===== src/rtl/get_ports_pkg.sv =====
// -----------------------------------------------------------------------------
// get_ports_pkg
// Shared definitions for the get_ports arbiter family.
//   DATA_W_DEF  : default operand width
//   clog2_min1  : ceil(log2(n)), never less than 1 (safe for index widths)
//   arb_state_t : output-register occupancy state (IDLE = empty, FULL = held)
// -----------------------------------------------------------------------------
package get_ports_pkg;

    localparam int DATA_W_DEF = 8;

    function automatic int clog2_min1(input int n);
        int w;
        w = $clog2(n);
        return (w < 1) ? 1 : w;
    endfunction

    typedef enum logic {
        IDLE = 1'b0,
        FULL = 1'b1
    } arb_state_t;

endpackage


===== src/rtl/rr_pick.sv =====
// -----------------------------------------------------------------------------
// rr_pick
// Purely combinational round-robin picker. Searches req_i starting at ptr_i,
// wrapping from N-1 back to 0; the first set bit wins.
// Ports:
//   req_i  [N-1:0]      request vector
//   ptr_i  [IDX_W-1:0]  highest-priority index for this search (< N)
//   win_o  [N-1:0]      one-hot winner, zero when no request
//   idx_o  [IDX_W-1:0]  encoded winner index, zero when no request
//   any_o               at least one request present
// -----------------------------------------------------------------------------
module rr_pick #(
    parameter int N     = 4,
    parameter int IDX_W = 2
) (
    input  logic [N-1:0]     req_i,
    input  logic [IDX_W-1:0] ptr_i,
    output logic [N-1:0]     win_o,
    output logic [IDX_W-1:0] idx_o,
    output logic             any_o
);

    int j;

    // NOTE: every output gets a default before the search so no path through
    // the loop leaves a value unassigned, which would infer a latch.
    always_comb begin
        win_o = '0;
        idx_o = '0;
        any_o = 1'b0;
        j     = 0;
        for (int k = 0; k < N; k++) begin
            j = int'(ptr_i) + k;
            if (j >= N) j = j - N;
            if (!any_o && req_i[j]) begin
                win_o[j] = 1'b1;
                idx_o    = IDX_W'(j);
                any_o    = 1'b1;
            end
        end
    end

endmodule


===== src/rtl/get_ports_rr_arbiter.sv =====
// -----------------------------------------------------------------------------
// get_ports_rr_arbiter
// Round-robin sharing of one registered adder between NUM_REQ requesters.
// The granted requester's operands are summed (carry kept) into an output
// register tagged with the requester index, held until the sink accepts it.
// Back-to-back results are possible when the sink accepts while a new grant
// is made in the same cycle.
// Ports:
//   clk, rst                       clock, async active-high reset
//   req_valid/req_ready [NUM_REQ]  per-requester handshake (ready one-hot/zero)
//   req_data1/req_data2            packed operands, lane i at [i*DATA_W +: DATA_W]
//   result_valid/result_ready      output handshake
//   result_data [DATA_W+1]         registered sum
//   result_id   [ID_W]             index of the requester that produced it
// Optional (macro ARB_GRANT_COUNT_EN):
//   grant_count_clr                sync clear of all grant counters (wins over +1)
//   grant_count [NUM_REQ*16]       saturating 16-bit accept count per requester
// -----------------------------------------------------------------------------
module get_ports_rr_arbiter
    import get_ports_pkg::*;
#(
    parameter  int NUM_REQ = 4,
    parameter  int DATA_W  = DATA_W_DEF,
    localparam int ID_W    = clog2_min1(NUM_REQ)
) (
    input  logic                        clk,
    input  logic                        rst,
`ifdef ARB_GRANT_COUNT_EN
    input  logic                        grant_count_clr,
    output logic [NUM_REQ*16-1:0]       grant_count,
`endif
    input  logic [NUM_REQ-1:0]          req_valid,
    output logic [NUM_REQ-1:0]          req_ready,
    input  logic [NUM_REQ*DATA_W-1:0]   req_data1,
    input  logic [NUM_REQ*DATA_W-1:0]   req_data2,
    output logic                        result_valid,
    input  logic                        result_ready,
    output logic [DATA_W:0]             result_data,
    output logic [ID_W-1:0]             result_id
);

    arb_state_t          state_q, state_d;
    logic [ID_W-1:0]     rr_ptr_q, rr_ptr_d;
    logic [DATA_W:0]     result_data_q, result_data_d;
    logic [ID_W-1:0]     result_id_q, result_id_d;

    logic [NUM_REQ-1:0]  win;
    logic [ID_W-1:0]     pick_idx;
    logic                pick_any;
    logic                can_accept;
    logic                accept;
    logic [DATA_W-1:0]   op_a, op_b;

    rr_pick #(
        .N     (NUM_REQ),
        .IDX_W (ID_W)
    ) u_pick (
        .req_i (req_valid),
        .ptr_i (rr_ptr_q),
        .win_o (win),
        .idx_o (pick_idx),
        .any_o (pick_any)
    );

    // A new operand pair can be taken when the output register is empty or is
    // being emptied this same cycle. Gated by rst so no handshake is offered
    // while the block is held in reset.
    assign can_accept = !rst && ((state_q == IDLE) || result_ready);
    assign req_ready  = can_accept ? win : '0;
    assign accept     = can_accept && pick_any;

    assign op_a = req_data1[pick_idx*DATA_W +: DATA_W];
    assign op_b = req_data2[pick_idx*DATA_W +: DATA_W];

    always_comb begin
        state_d       = state_q;
        rr_ptr_d      = rr_ptr_q;
        result_data_d = result_data_q;
        result_id_d   = result_id_q;

        if (accept) begin
            state_d       = FULL;
            result_data_d = {1'b0, op_a} + {1'b0, op_b};
            result_id_d   = pick_idx;
            rr_ptr_d      = (pick_idx == ID_W'(NUM_REQ - 1)) ? '0 : pick_idx + 1'b1;
        end else if (state_q == FULL && result_ready) begin
            // Drained with no replacement: data/id intentionally left as-is.
            state_d = IDLE;
        end
    end

    // NOTE: sequential state uses non-blocking assignments so every register
    // samples the pre-edge value of the others, independent of statement order.
    always_ff @(posedge clk or posedge rst) begin
        if (rst) begin
            state_q       <= IDLE;
            rr_ptr_q      <= '0;
            result_data_q <= '0;
            result_id_q   <= '0;
        end else begin
            state_q       <= state_d;
            rr_ptr_q      <= rr_ptr_d;
            result_data_q <= result_data_d;
            result_id_q   <= result_id_d;
        end
    end

    assign result_valid = (state_q == FULL);
    assign result_data  = result_data_q;
    assign result_id    = result_id_q;

`ifdef ARB_GRANT_COUNT_EN
    logic [NUM_REQ-1:0] hs;
    assign hs = req_valid & req_ready;

    for (genvar g = 0; g < NUM_REQ; g++) begin : g_cnt
        logic [15:0] cnt_q;

        always_ff @(posedge clk or posedge rst) begin
            if (rst) begin
                cnt_q <= '0;
            end else if (grant_count_clr) begin
                cnt_q <= '0;
            end else if (hs[g] && cnt_q != 16'hFFFF) begin
                cnt_q <= cnt_q + 16'd1;
            end
        end

        assign grant_count[g*16 +: 16] = cnt_q;
    end
`endif

endmodule


===== config.mk =====
export PLATFORM = sky130hd
export DESIGN_NAME = get_ports_rr_arbiter
export DESIGN_NICKNAME = d
export VERILOG_FILES = /design/src/rtl/get_ports_pkg.sv /design/src/rtl/rr_pick.sv /design/src/rtl/get_ports_rr_arbiter.sv
export SDC_FILE = /design/constraint.sdc
export NUM_CORES = 1
export LEC_CHECK = 0
export ABC_AREA = 1
export CORE_UTILIZATION = 46
export CTS_CLUSTER_DIAMETER = 60
export DETAILED_ROUTE_END_ITERATION = 10
export GPL_TIMING_DRIVEN = 1
export PLACE_DENSITY = 0.9
export SLEW_MARGIN = 5
export SYNTH_ARGS = -nofsm -noshare
export SYNTH_HDL_FRONTEND = slang
export SYNTH_SLANG_ARGS = --single-unit

===== constraint.sdc =====
create_clock -name clk -period 7.2 [get_ports clk]
set_clock_uncertainty 0.05 [all_clocks]
set_input_delay 1.8 -clock clk [delete_from_list [all_inputs] [get_ports clk]]
set_output_delay 1.8 -clock clk [all_outputs]
set_load 0.05 [all_outputs]

==> results of run 1 <==
layout make-up:
cell class                 count  area (um^2)
fill                         350         1200
tap                           50         62.6
timing repair buffer          88          876
clock buffer                   4         55.1
inverter                      48          180
sequential                    14          350
multi-input combinational    254         1370
flip-flops by register name, indices dropped and copies added, names as in the netlist:
register,count
result_data,9
result_id,2
rr_ptr_q,2
result_valid,1
synthesized netlist by cell type:
library cell,instances,area [um^2]
a31oi_1,1,6.26
nand3_1,42,210
xnor2_1,2,17.5
xor2_1,2,17.5
inv_1,44,165
nand2_1,106,398
buf_4,2,15.0
fa_1,1,20.0
o21ai_1,1,5.00
buf_6,3,33.8
nor2_4,2,22.5
nand2_2,3,18.8
buf_2,5,25.0
inv_2,4,15.0
a21boi_0,1,7.51
o21a_1,2,15.0
or2_2,1,6.26
clkbuf_1,4,15.0
nand2_4,1,11.3
nor2_1,12,45.0
o21ai_0,11,55.1
ha_1,13,163
a21oi_1,11,55.1
buf_1,1,3.75
nand3_2,5,50.1
dfrtp_1,14,350
nand4_1,32,200
o221ai_1,4,35.0
o31ai_1,1,7.51
worst max-delay path, delay by kind of cell:
kind	cells	cell delay (ns)
buffers and inverters	4	1.36
AO/OA/AOI/OAI	1	0.24
AND/OR/NAND/NOR	6	0.71
final timing paths:
check	startpoint	endpoint	slack, ns
min in group asynchronous	rst	result_valid	1.88
hold / removal	result_data[6]	result_data[6]	0.43
setup / recovery	req_valid[1]	req_ready[2]	1.22
max in group asynchronous	rst	result_data[3]	4.87
setup reg to reg	rr_ptr_q[0]	result_data[8]	2.44
hold reg to reg	result_data[6]	result_data[6]	0.43
stage by stage:
step	instance area, um^2	std cells
after floorplan	1990	331
after global placement	2840	454
after detailed placement	2840	454
after CTS	2890	458
after global routing	2890	458
final	2890	458
metal layers:
metal  vias to the layer above  wire, um  share of wire (%)  GRT usage [%]
met5                         -         0                  0              0
met4                         0        79                1.4           6.91
met3                         8       453                7.9           5.07
met2                       119      2770                 48           45.8
met1                      1070      2460                 43           32.3
li1                       1250         -                  -              -
cell families (layout without fill, tap and decap cells):
kind of cell,after synthesis,in the layout,share of synthesized area [%]
AND/OR/NAND/NOR,204,204,48.4
buffers and inverters,63,140,13.7
AO/OA/AOI/OAI,32,32,9.37
adder cells (fa/ha/maj),14,14,9.18
flip-flops,14,14,17.6
XOR/XNOR,4,4,1.76
==> impl_metrics.toml, run 1 <==
[clock_tree]
root_buffer = "clkbuf_8"
cts_buffers = 3
postCtsHoldBufs = 0
post_cts_resized = 0
path_clk_slew_ns = 0.05
cts_setup_buffers = 0
htree_levels = 1
max-clock-path-buffers = 2
clock-sinks = 14
clkLatencyLatePin_ns = 0.25
cts_tree = "yes"

[grt]
antenna_found_initial = 0
grt_max_degree = 36
grt_usage_pct = 26.2
grt_pass1_wl_um = 9160
grt-ovfl-total = 0
grt_pass1_vias = 2095

[timing]
rsz0062_at_grt = "no"
fin_ws_ns = 1.22
setup_viol = 0
worst_pin_slew_ns = 0.673
hold_slack_ns = 0.433
maxSlewHeadroom_pct = 55.1
hold_viol_final = 0
tns_ns = 0
fin_crit_sh_pct = 83.0
fmax_ghz = 0.167
slew_viol_final = 0
min_period_ns = 5.98

[setup_path]
cp-start-kind = "primary input"
cp_slowest_cell = "clkdlybuf4s50_1"
critical_path.cell_chain = "clkdlybuf4s50_1 > inv_1 > nand2_1 > nand3_2 > nand2_4 > nor2_4 > nand3_2 > o221ai_1 > nand2_1 > inv_1 > clkdlybuf4s50_1"
arrival_ns = 4.13
cpPeakStageDelay_ns = 0.79
worstSetupEndpointType = "output pin"
critical_path_class = "primary input to output pin"
critPathMaxFanout = 7
crit_required_ns = 5.35
reg2reg_depth = 22

[placed_design]
hpwl_um = 4380
place.gp.congestion = 0.887
portBuffers = 86
dp_slack_ns = 1.27

[floorplanning]
fp.dieW_um = 67.8
start_util_pct = 48.7
io_pins = 87
chipHeight_um = 67.8
fp-row-count = 23
core_mm2 = 0.00409
die_area_mm2 = 0.00459

[detailed_routing]
ant_nets = 0
routed_wl_um = 5770
drc = 0
routedWlPerCell_um = 12.6
vias = 2447
drt-vias-per-instance = 5.34
drt_iter0_markers = 144
dr.pass1.iters = 4

[final_layout]
num_antenna_cells = 0
finalNetCount = 494
post-route-util_pct = 70.7
area_growth_pct = 45.3
final_cell_mix = "nand2_1 (106), clkdlybuf4s50_1 (86), inv_1 (44)"
layout_commonest_cell = "nand2_1"
drive_above_1_share_pct = 5.39

[worst_hold_path]
hp-class = "flip-flop to flip-flop"
hold_path_depth = 2

[logic_synthesis]
ys_ff_latch = 14
ys_types = 29
ys.warnings.count = 0
synth_nets = 416
synth.avg_cell_area_um2 = 6.01
syn_inst = 331
syn_area_mm2 = 0.00199
ys_seq_area_share_pct = 17.6

[flow_run]
drv_cap = 0

[run_status]
outcome = "completed"
Power of run 1 is left out: the tool's default activity adds up to more than one toggle a clock period on the data nets, which glitch-free logic cannot reach.
==> inputs of run 2 (changes only) <==
Settings changed: CORE_UTILIZATION 46 to 43, PLACE_DENSITY 0.9 to 0.85.
Clock period 7.2 ns to 5.8 ns, I/O delays scaled along.
==> run 2 against run 1 <==
  * Sequential cell count stayed put
  * Register-to-register slack lost 0.69 ns
  * Critical endpoint is now req_ready[1]
  * Count of clock-buffer cells in the layout did not move
  * Routed wire length decreased by 3.9%
  * Cell count grew 0.87%
  * Utilization decreased by 4.9 points
  * Worst setup slack got worse by 0.62 ns
  * Critical path depth is the same
  * Non-clock buffer count is 2 higher
  * First-iteration DRC count is 20% lower
==> impl_metrics.toml, run 2 (synthesis gave the netlist of run 1 again) <==
[run_status]
outcome = "completed"

[timing]
tns_ns = 0
maxSlewHeadroom_pct = 65.6
fin_ws_ns = 0.599
rsz0062_at_grt = "no"
setup_viol = 0
fmax_ghz = 0.192
hold_viol_final = 0
min_period_ns = 5.20
worst_pin_slew_ns = 0.515
slew_viol_final = 0
fin_crit_sh_pct = 89.7

[final_layout]
fin_area_mm2 = 0.00291
layout_commonest_cell = "nand2_1"
finalNetCount = 496
area_growth_pct = 46.2
post-route-util_pct = 65.9
drive_above_1_share_pct = 5.85
num_antenna_cells = 0
largest_reg_flops = 9
final_cell_mix = "nand2_1 (106), clkdlybuf4s50_1 (86), inv_1 (44)"

[placed_design]
dp_slack_ns = 0.608
place.gp.congestion = 0.892
hpwl_um = 4300
dpl_cell_area_mm2 = 0.00285
portBuffers = 86

[setup_path]
critPathMaxFanout = 7
arrival_ns = 3.70
crit_required_ns = 4.30
cp-start-kind = "primary input"
path_depth = 11
cp_slowest_cell = "clkdlybuf4s50_1"
reg2reg_depth = 22
critical_path_class = "primary input to output pin"
cpPeakStageDelay_ns = 0.79
critPathTopFamily = "buffers and inverters"
critical_path.cell_chain = "clkdlybuf4s50_1 > inv_1 > nand2_1 > nand3_2 > nand2_4 > nor2_4 > nand3_2 > o221ai_1 > nand2_1 > inv_1 > clkdlybuf4s50_1"
worstSetupEndpointType = "output pin"
crit_buf_inv = 4

[detailed_routing]
ant_nets = 0
routed_wl_um = 5540
dr.pass1.iters = 4
drc = 0
vias = 2463
routedWlPerCell_um = 12.0
drt_iter0_markers = 115
drt-vias-per-instance = 5.33

[grt]
grt-ovfl-total = 0
grt_pass1_wl_um = 9450
antenna_found_initial = 0
grt_usage_pct = 23.1
grt_max_degree = 33
grt_pass1_vias = 2203

[floorplanning]
io_pins = 87
core_mm2 = 0.00441
fp-row-count = 24
chipHeight_um = 70.0
die_area_mm2 = 0.00490
start_util_pct = 45.1
fp.dieW_um = 70.0

[clock_tree]
post_cts_resized = 0
clkLatencyLatePin_ns = 0.25
htree_levels = 1
postCtsHoldBufs = 0
cts_tree = "yes"
cts_buffers = 3
max-clock-path-buffers = 2
clock-sinks = 14
cts_setup_buffers = 0
root_buffer = "clkbuf_8"
path_clk_slew_ns = 0.05

[worst_hold_path]
hp-class = "flip-flop to flip-flop"
hold_path_depth = 2

[flow_run]
drv_cap = 0
==> run 2: worst paths after layout <==
path / start / end / slack [ns]
worst max-delay path: req_valid[3] / req_ready[1] / 0.60
worst min-delay path: result_data[3] / result_data[3] / 0.44
worst max register to register: rr_ptr_q[0] / result_data[8] / 1.75
worst min register to register: result_data[3] / result_data[3] / 0.44
max in group asynchronous: rst / result_data[7] / 3.86
min in group asynchronous: rst / result_data[0] / 1.51
==> run 2: stage by stage <==
step           hold slack, ns  instances
2_1_floorplan           0.521        331
3_3_place_gp            0.416        458
5_1_grt                 0.470        462
6_report                0.439        462
4_1_cts                 0.440        462
3_5_place_dp            0.426        458
==> run 2: final cells by class <==
class	count	area, um^2
Fill cell	397	1510
Multi-Input combinational cell	254	1370
Timing Repair Buffer	90	891
Sequential cell	14	350
Inverter	48	180
Tap cell	52	65.1
Clock buffer	4	55.1
==> run 2: worst min-delay path: cells and delay by family, from the launching register on <==
family	cells	cell delay, ns
DFF	1	0.35
and+or+nand+nor	1	0.05
AOI/OAI and AO/OA	1	0.05
==> run 2: metal layers <==
metal	vias to the layer above	share of wire (%)	GRT usage, %
li1	1258	-	-
met1	1090	44	28.7
met2	104	47	40.7
met3	11	6.5	2.16
met4	0	1.9	9.33
met5	-	0	0
Power of run 2 is left out for the same reason.
